<file path="src/rtl/vga_pkg.sv">
// ============================================================================
//  Module   : vga_pkg
//  Brief    : Shared 640x480@60 timing constants and coordinate/colour types.
//             Compiles the colour-bar helper only when VGA_TEST_PATTERN_EN is defined.
//  Revision : 1.0 - initial release
// ============================================================================
`default_nettype none

package vga_pkg;

    localparam int H_ACTIVE_PX = 640;
    localparam int H_FP_PX     = 16;
    localparam int H_SYNC_PX   = 96;
    localparam int H_BP_PX     = 48;
    localparam int V_ACTIVE_LN = 480;
    localparam int V_FP_LN     = 10;
    localparam int V_SYNC_LN   = 2;
    localparam int V_BP_LN     = 33;

    localparam int H_TOTAL = H_ACTIVE_PX + H_FP_PX + H_SYNC_PX + H_BP_PX;
    localparam int V_TOTAL = V_ACTIVE_LN + V_FP_LN + V_SYNC_LN + V_BP_LN;

    typedef logic [9:0]  coord_x_t;
    typedef logic [8:0]  coord_y_t;
    typedef logic [11:0] rgb_t;

`ifdef VGA_TEST_PATTERN_EN
    // Eight 80-pixel bars: white, yellow, cyan, green, magenta, red, blue, black.
    function automatic rgb_t bar_colour(input logic [9:0] h);
        rgb_t c;
        if      (h < 10'd80)  c = 12'hFFF;
        else if (h < 10'd160) c = 12'hFF0;
        else if (h < 10'd240) c = 12'h0FF;
        else if (h < 10'd320) c = 12'h0F0;
        else if (h < 10'd400) c = 12'hF0F;
        else if (h < 10'd480) c = 12'hF00;
        else if (h < 10'd560) c = 12'h00F;
        else                  c = 12'h000;
        return c;
    endfunction
`endif

endpackage

`default_nettype wire

</file>
<file path="src/rtl/vga_clk_en.sv">
// ============================================================================
//  Module   : vga_clk_en
//  Brief    : Pixel-tick divider; pix_ce pulses once every CLK_DIV clocks and
//             pre_ce one clock earlier (CLK_DIV must be at least 2).
//  Revision : 1.0 - initial release
// ============================================================================
`default_nettype none

module vga_clk_en #(
    parameter int CLK_DIV = 4
) (
    input  logic clk,
    input  logic rst_n,
    output logic pix_ce,
    output logic pre_ce
);

    localparam int C_DIV_W = (CLK_DIV > 1) ? $clog2(CLK_DIV) : 1;

    logic [C_DIV_W-1:0] div_q;
    logic [C_DIV_W-1:0] div_d;

    assign pix_ce = (div_q == C_DIV_W'(CLK_DIV - 1));
    assign pre_ce = (div_q == C_DIV_W'(CLK_DIV - 2));

    always_comb begin
        div_d = div_q + 1'b1;
        if (pix_ce) begin
            div_d = '0;
        end
    end

    always_ff @(posedge clk or negedge rst_n) begin
        if (!rst_n) begin
            div_q <= '0;
        end else begin
            div_q <= div_d;
        end
    end

endmodule

`default_nettype wire

</file>
<file path="src/rtl/vga_timing_ctrl.sv">
// ============================================================================
//  Module   : vga_timing_ctrl
//  Brief    : VGA raster timing, renderer coordinates and registered DAC stage.
//             Define VGA_TEST_PATTERN_EN to build the colour-bar source on test_mode.
//  Revision : 1.0 - initial release
// ============================================================================
`default_nettype none

module vga_timing_ctrl #(
    parameter int CLK_DIV  = 4,
    parameter int H_ACTIVE = vga_pkg::H_ACTIVE_PX,
    parameter int H_FP     = vga_pkg::H_FP_PX,
    parameter int H_SYNC   = vga_pkg::H_SYNC_PX,
    parameter int H_BP     = vga_pkg::H_BP_PX,
    parameter int V_ACTIVE = vga_pkg::V_ACTIVE_LN,
    parameter int V_FP     = vga_pkg::V_FP_LN,
    parameter int V_SYNC   = vga_pkg::V_SYNC_LN,
    parameter int V_BP     = vga_pkg::V_BP_LN
) (
    input  logic        clk,
    input  logic        rst_n,
    input  logic [11:0] rgb_in,
    input  logic        test_mode,
    output logic [9:0]  pix_x,
    output logic [8:0]  pix_y,
    output logic        pix_valid,
    output logic        pix_ce,
    output logic        frame_start,
    output logic        hsync,
    output logic        vsync,
    output logic [3:0]  vga_r,
    output logic [3:0]  vga_g,
    output logic [3:0]  vga_b
);

    import vga_pkg::*;

    localparam int C_H_TOTAL = H_ACTIVE + H_FP + H_SYNC + H_BP;
    localparam int C_V_TOTAL = V_ACTIVE + V_FP + V_SYNC + V_BP;

    localparam logic [9:0] C_H_LAST     = 10'(C_H_TOTAL - 1);
    localparam logic [9:0] C_V_LAST     = 10'(C_V_TOTAL - 1);
    localparam logic [9:0] C_H_ACT      = 10'(H_ACTIVE);
    localparam logic [9:0] C_V_ACT      = 10'(V_ACTIVE);
    localparam logic [9:0] C_HS_START   = 10'(H_ACTIVE + H_FP);
    localparam logic [9:0] C_HS_END     = 10'(H_ACTIVE + H_FP + H_SYNC);
    localparam logic [9:0] C_VS_START   = 10'(V_ACTIVE + V_FP);
    localparam logic [9:0] C_VS_END     = 10'(V_ACTIVE + V_FP + V_SYNC);

    logic       w_pix_ce;
    logic       w_pre_ce;

    logic [9:0] h_cnt_q, h_cnt_d;
    logic [9:0] v_cnt_q, v_cnt_d;
    coord_x_t   pix_x_q, pix_x_d;
    coord_y_t   pix_y_q, pix_y_d;
    logic       pix_valid_q, pix_valid_d;
    logic       frame_start_q, frame_start_d;
    logic       hsync_q, hsync_d;
    logic       vsync_q, vsync_d;
    rgb_t       rgb_q, rgb_d;

    logic       w_active_now;
    logic       w_active_next;
    logic       w_hsync_raw;
    logic       w_vsync_raw;
    rgb_t       w_src;

    vga_clk_en #(
        .CLK_DIV (CLK_DIV)
    ) u_clk_en (
        .clk    (clk),
        .rst_n  (rst_n),
        .pix_ce (w_pix_ce),
        .pre_ce (w_pre_ce)
    );

    always_comb begin
        h_cnt_d = h_cnt_q;
        v_cnt_d = v_cnt_q;
        if (w_pix_ce) begin
            if (h_cnt_q == C_H_LAST) begin
                h_cnt_d = '0;
                v_cnt_d = (v_cnt_q == C_V_LAST) ? 10'd0 : v_cnt_q + 10'd1;
            end else begin
                h_cnt_d = h_cnt_q + 10'd1;
            end
        end
    end

    assign w_active_now  = (h_cnt_q < C_H_ACT) && (v_cnt_q < C_V_ACT);
    assign w_active_next = (h_cnt_d < C_H_ACT) && (v_cnt_d < C_V_ACT);
    assign w_hsync_raw   = !((h_cnt_q >= C_HS_START) && (h_cnt_q < C_HS_END));
    assign w_vsync_raw   = !((v_cnt_q >= C_VS_START) && (v_cnt_q < C_VS_END));

`ifdef VGA_TEST_PATTERN_EN
    assign w_src = test_mode ? bar_colour(h_cnt_q) : rgb_in;
`else
    logic w_unused_test_mode;
    assign w_unused_test_mode = test_mode;
    assign w_src              = rgb_in;
`endif

    // Coordinates follow the counters' next value so they change on the same
    // edge as the counters, leaving the renderer the whole tick to respond.
    always_comb begin
        pix_valid_d   = w_active_next;
        pix_x_d       = w_active_next ? h_cnt_d : '0;
        pix_y_d       = w_active_next ? v_cnt_d[8:0] : '0;
        frame_start_d = w_pre_ce && (h_cnt_q == 10'd0) && (v_cnt_q == 10'd0);
        hsync_d       = hsync_q;
        vsync_d       = vsync_q;
        rgb_d         = rgb_q;
        if (w_pix_ce) begin
            hsync_d = w_hsync_raw;
            vsync_d = w_vsync_raw;
            rgb_d   = w_active_now ? w_src : '0;
        end
    end

    always_ff @(posedge clk or negedge rst_n) begin
        if (!rst_n) begin
            h_cnt_q       <= '0;
            v_cnt_q       <= '0;
            pix_x_q       <= '0;
            pix_y_q       <= '0;
            pix_valid_q   <= 1'b0;
            frame_start_q <= 1'b0;
            hsync_q       <= 1'b1;
            vsync_q       <= 1'b1;
            rgb_q         <= '0;
        end else begin
            h_cnt_q       <= h_cnt_d;
            v_cnt_q       <= v_cnt_d;
            pix_x_q       <= pix_x_d;
            pix_y_q       <= pix_y_d;
            pix_valid_q   <= pix_valid_d;
            frame_start_q <= frame_start_d;
            hsync_q       <= hsync_d;
            vsync_q       <= vsync_d;
            rgb_q         <= rgb_d;
        end
    end

    assign pix_x       = pix_x_q;
    assign pix_y       = pix_y_q;
    assign pix_valid   = pix_valid_q;
    assign pix_ce      = w_pix_ce;
    assign frame_start = frame_start_q;
    assign hsync       = hsync_q;
    assign vsync       = vsync_q;
    assign vga_r       = rgb_q[11:8];
    assign vga_g       = rgb_q[7:4];
    assign vga_b       = rgb_q[3:0];

endmodule

`default_nettype wire

</file>
<file path="config.mk">
export PLATFORM = sky130hd
export DESIGN_NAME = vga_timing_ctrl
export DESIGN_NICKNAME = d
export VERILOG_FILES = /design/src/rtl/vga_pkg.sv /design/src/rtl/vga_clk_en.sv /design/src/rtl/vga_timing_ctrl.sv
export SDC_FILE = /design/constraint.sdc
export NUM_CORES = 1
export LEC_CHECK = 0
export CORE_UTILIZATION = 55
export CTS_CLUSTER_DIAMETER = 40
export DETAILED_ROUTE_END_ITERATION = 6
export PLACE_DENSITY = 0.85
export SYNTH_ARGS = -nofsm -noshare
export SYNTH_HDL_FRONTEND = slang
export SYNTH_HIERARCHICAL = 1
export SYNTH_SLANG_ARGS = --single-unit
</file>
<file path="constraint.sdc">
create_clock -name clk -period 4.73 [get_ports clk]
set_input_delay 0.473 -clock clk [delete_from_list [all_inputs] [get_ports clk]]
set_output_delay 0.473 -clock clk [all_outputs]
set_load 0.01 [all_outputs]
</file>
==> flow_summary.yaml <==
logic_synthesis:
  synth_warnings: 6
  postSynth.asyncResetShare_pct: 100.0
  synth-main-ff-cell: "dfrtp_1"
  syn_area_mm2: 0.002535
  syn-instance-count: 240
  synth.avg_cell_area_um2: 10.56
  postSynthNetCount: 261
  yosysSeqAreaShare_pct: 56.37
  synth_edf_count: 0
  synth_cell_types: 40
  synth_seq_cells: 57
hold_path:
  hold_class: "in2async"
placed_design:
  dpl.cell_count: 333
  hpwl_um: 3504
  port_buffers: 49
  dpl_cell_area_mm2: 0.003055
  dpl_worst_slack_ns: 1.815
  place.gp.congestion: 0.9205
global_routing:
  grtUsageTotal_pct: 23.02
  grt_pass1_wl_um: 8466
  antenna_found_initial: 0
  grt_start_max_net_pins: 58
  grt_pass1_vias: 1871
  overflow: 0
flow_run:
  timing.max_cap.violations: 0
critical_path:
  crit_fanout: 19
  setup.worst_path.class: "reg2reg"
  cp-start-kind: "register"
  crit_arrival_ns: 3.18
  cp.required_ns: 4.96
  rrSetupSlack_ns: 1.78
  rr_startpoint: "h_cnt_q[1]$_DFF_PN0_"
  r2r_end: "pix_x[8]$_DFF_PN0_"
  r2r_cells: 7
  cp-end-kind: "register"
finish:
  layout.filler_cells: 301
  nNetsFinal: 313
  final_util_pct: 73.29
  area_growth_pct: 26.75
  final_cell_mix: "55 x dfrtp_1, 48 x clkdlybuf4s50_1, 23 x nand2_1, 22 x inv_1, 20 x o21ai_0"
  fin_area_mm2: 0.003213
  diodes: 0
  layout_commonest_cell: "dfrtp_1"
  final_cells: 348
  drive_gt1_share_pct: 9.797
floorplanning:
  die-area_mm2: 0.004885
  core-area_mm2: 0.004384
  io_pins: 51
  core.rowCount: 24
  die_w_um: 69.89
  initial_core_util_pct: 57.82
  die_y_um: 69.89
power_and_ir_drop:
  pwr-share-clk_pct: 41.5
  p_leak_nw: 1.459
  pwr-share-seq_pct: 54.5
  switchingPower_uw: 196.0
  p_total_uw: 910.0
  cell_internal_pwr_uw: 714.1
  ir_worst_vdd_mv: 0.2186
  p_sw_share_pct: 21.53
  power_frac_comb_pct: 4.1
  p_per_area_mw_per_mm2: 283.2
detailed_routing:
  drc: 0
  vias: 1937
  wl_per_cell_um: 14.72
  routed_wl_um: 5124
  detail-route-antenna-nets: 0
  first_iter_violations: 110
  drt-pass1-iter-count: 4
  drt-vias-per-instance: 5.566
clock_network:
  cts_tree: "yes"
  cts_hold_buf: 0
  clockBufferDepth: 2
  ctsResizeCount: 0
  htree_levels: 3
  clock_latency_ns: 0.34
  cts_buffers: 9
  cts.sinks: 57
  cts_setup_buffers: 0
  clk_pin_slew_ns: 0.06
  cts-root-buf: "clkbuf_8"
outcome:
  outcome: "completed"
timing:
  min_period_over_period_pct: 62.47
  hold_violations: 0
  relSlewSlack_pct: 30.13
  drv_slew: 0
  post-route-min-period_ns: 2.955
  rsz0062_at_grt: "false"
  max_freq_mhz: 338.4
  tns_ns: 0
  final.setup_skew_ns: 0.006564
  worst_pin_slew_ns: 1.033
  finalWorstSetupSlack_ns: 1.775
  finalSetupViolations: 0
  whs_ns: 0.2603
Yosys cell counts, types with 2 or more instances:
cell,instances,area share (%)
xor2_1,6,2.1
and2b_1,6,1.8
dfstp_2,2,2.1
nand4_1,7,1.7
nand2_1,23,3.4
nor2_1,10,1.5
nor4_1,3,0.74
xnor2_1,6,2.1
o21ai_0,20,3.9
nor2b_1,6,1.5
nor3_1,6,1.2
ha_1,6,3.0
clkbuf_1,7,1.0
o31ai_1,4,1.2
dfrtp_1,55,54
nor3_2,3,1.2
nor2b_2,5,1.7
and2_1,2,0.49
a21oi_1,3,0.59
nor4bb_1,3,1.2
and3_1,5,1.2
inv_1,22,3.3
nand3_1,8,1.6
a31oi_1,3,0.74
buf_2,2,0.39
or4_1,2,0.59
buf_6,2,0.89
state kept, by name (all words and copies together) (netlist names):
signal	cells
frame_start	1
h_cnt_q	10
hsync	1
pix_valid	1
pix_x	10
pix_y	9
rgb_q	12
u_clk_en/div_q	2
v_cnt_q	10
vsync	1
power groups by stage:
stage               Sequential, mW  Clock [mW]  Combinational [mW]
global placement             0.504           0              0.0372
CTS                          0.496       0.384              0.0381
floorplan                    0.507           0             0.00332
global route                 0.496       0.405              0.0410
finish                       0.496       0.377              0.0369
detailed placement           0.504           0              0.0380
area by class of cell:
type	count	area [µm²]	share of cell area (%)
flip-flops and latches	57	1429	44.47
multi-input cells	150	970.9	30.22
repair buffers	52	508.0	15.81
clock buffers	14	152.6	4.751
inverters	22	82.58	2.570
well taps	52	65.06	2.025
clock inverters	1	5.005	0.1558
critical path, cell delays in order (launching register included):
cell,delay (ns)
dfrtp_1,0.40
ha_1,0.22
nand4_1,0.33
nor3_1,0.70
nand4_1,0.21
xnor2_1,0.26
a221o_2,0.49
and2b_1,0.24
worst max path at each step:
stage	from	endpoint	cells past startpoint
finish	h_cnt_q[1]$_DFF_PN0_	pix_x[8]$_DFF_PN0_	7
global route	h_cnt_q[1]$_DFF_PN0_	pix_x[0]$_DFF_PN0_	7
CTS	h_cnt_q[1]$_DFF_PN0_	pix_x[8]$_DFF_PN0_	7
detailed placement	h_cnt_q[1]$_DFF_PN0_	pix_x[1]$_DFF_PN0_	7
global placement	h_cnt_q[1]$_DFF_PN0_	pix_x[0]$_DFF_PN0_	7
floorplan	u_clk_en/div_q[0]$_DFF_PN0_	pix_x[3]$_DFF_PN0_	9
layer usage:
layer | vias to the layer above | GRT usage (%) | wire length, µm
met5 | - | 0 | 0
met4 | 0 | 14.67 | 167
li1 | 925 | - | -
met1 | 930 | 28.00 | 2142
met3 | 17 | 6.782 | 296
met2 | 65 | 35.90 | 2518
kinds of logic (layout without fill, tap and decap cells):
kind of cell	Yosys count	after routing	synth area share, %
adders and majority gates	6	6	2.961
buffers and inverters	33	89	5.578
and+or+nand+nor	95	95	22.01
muxes	1	1	0.3949
DFF	57	57	56.37
AOI/OAI and AO/OA	36	36	8.539
xor gates and xnor gates	12	12	4.146
Power figures use the tool's default switching activity.
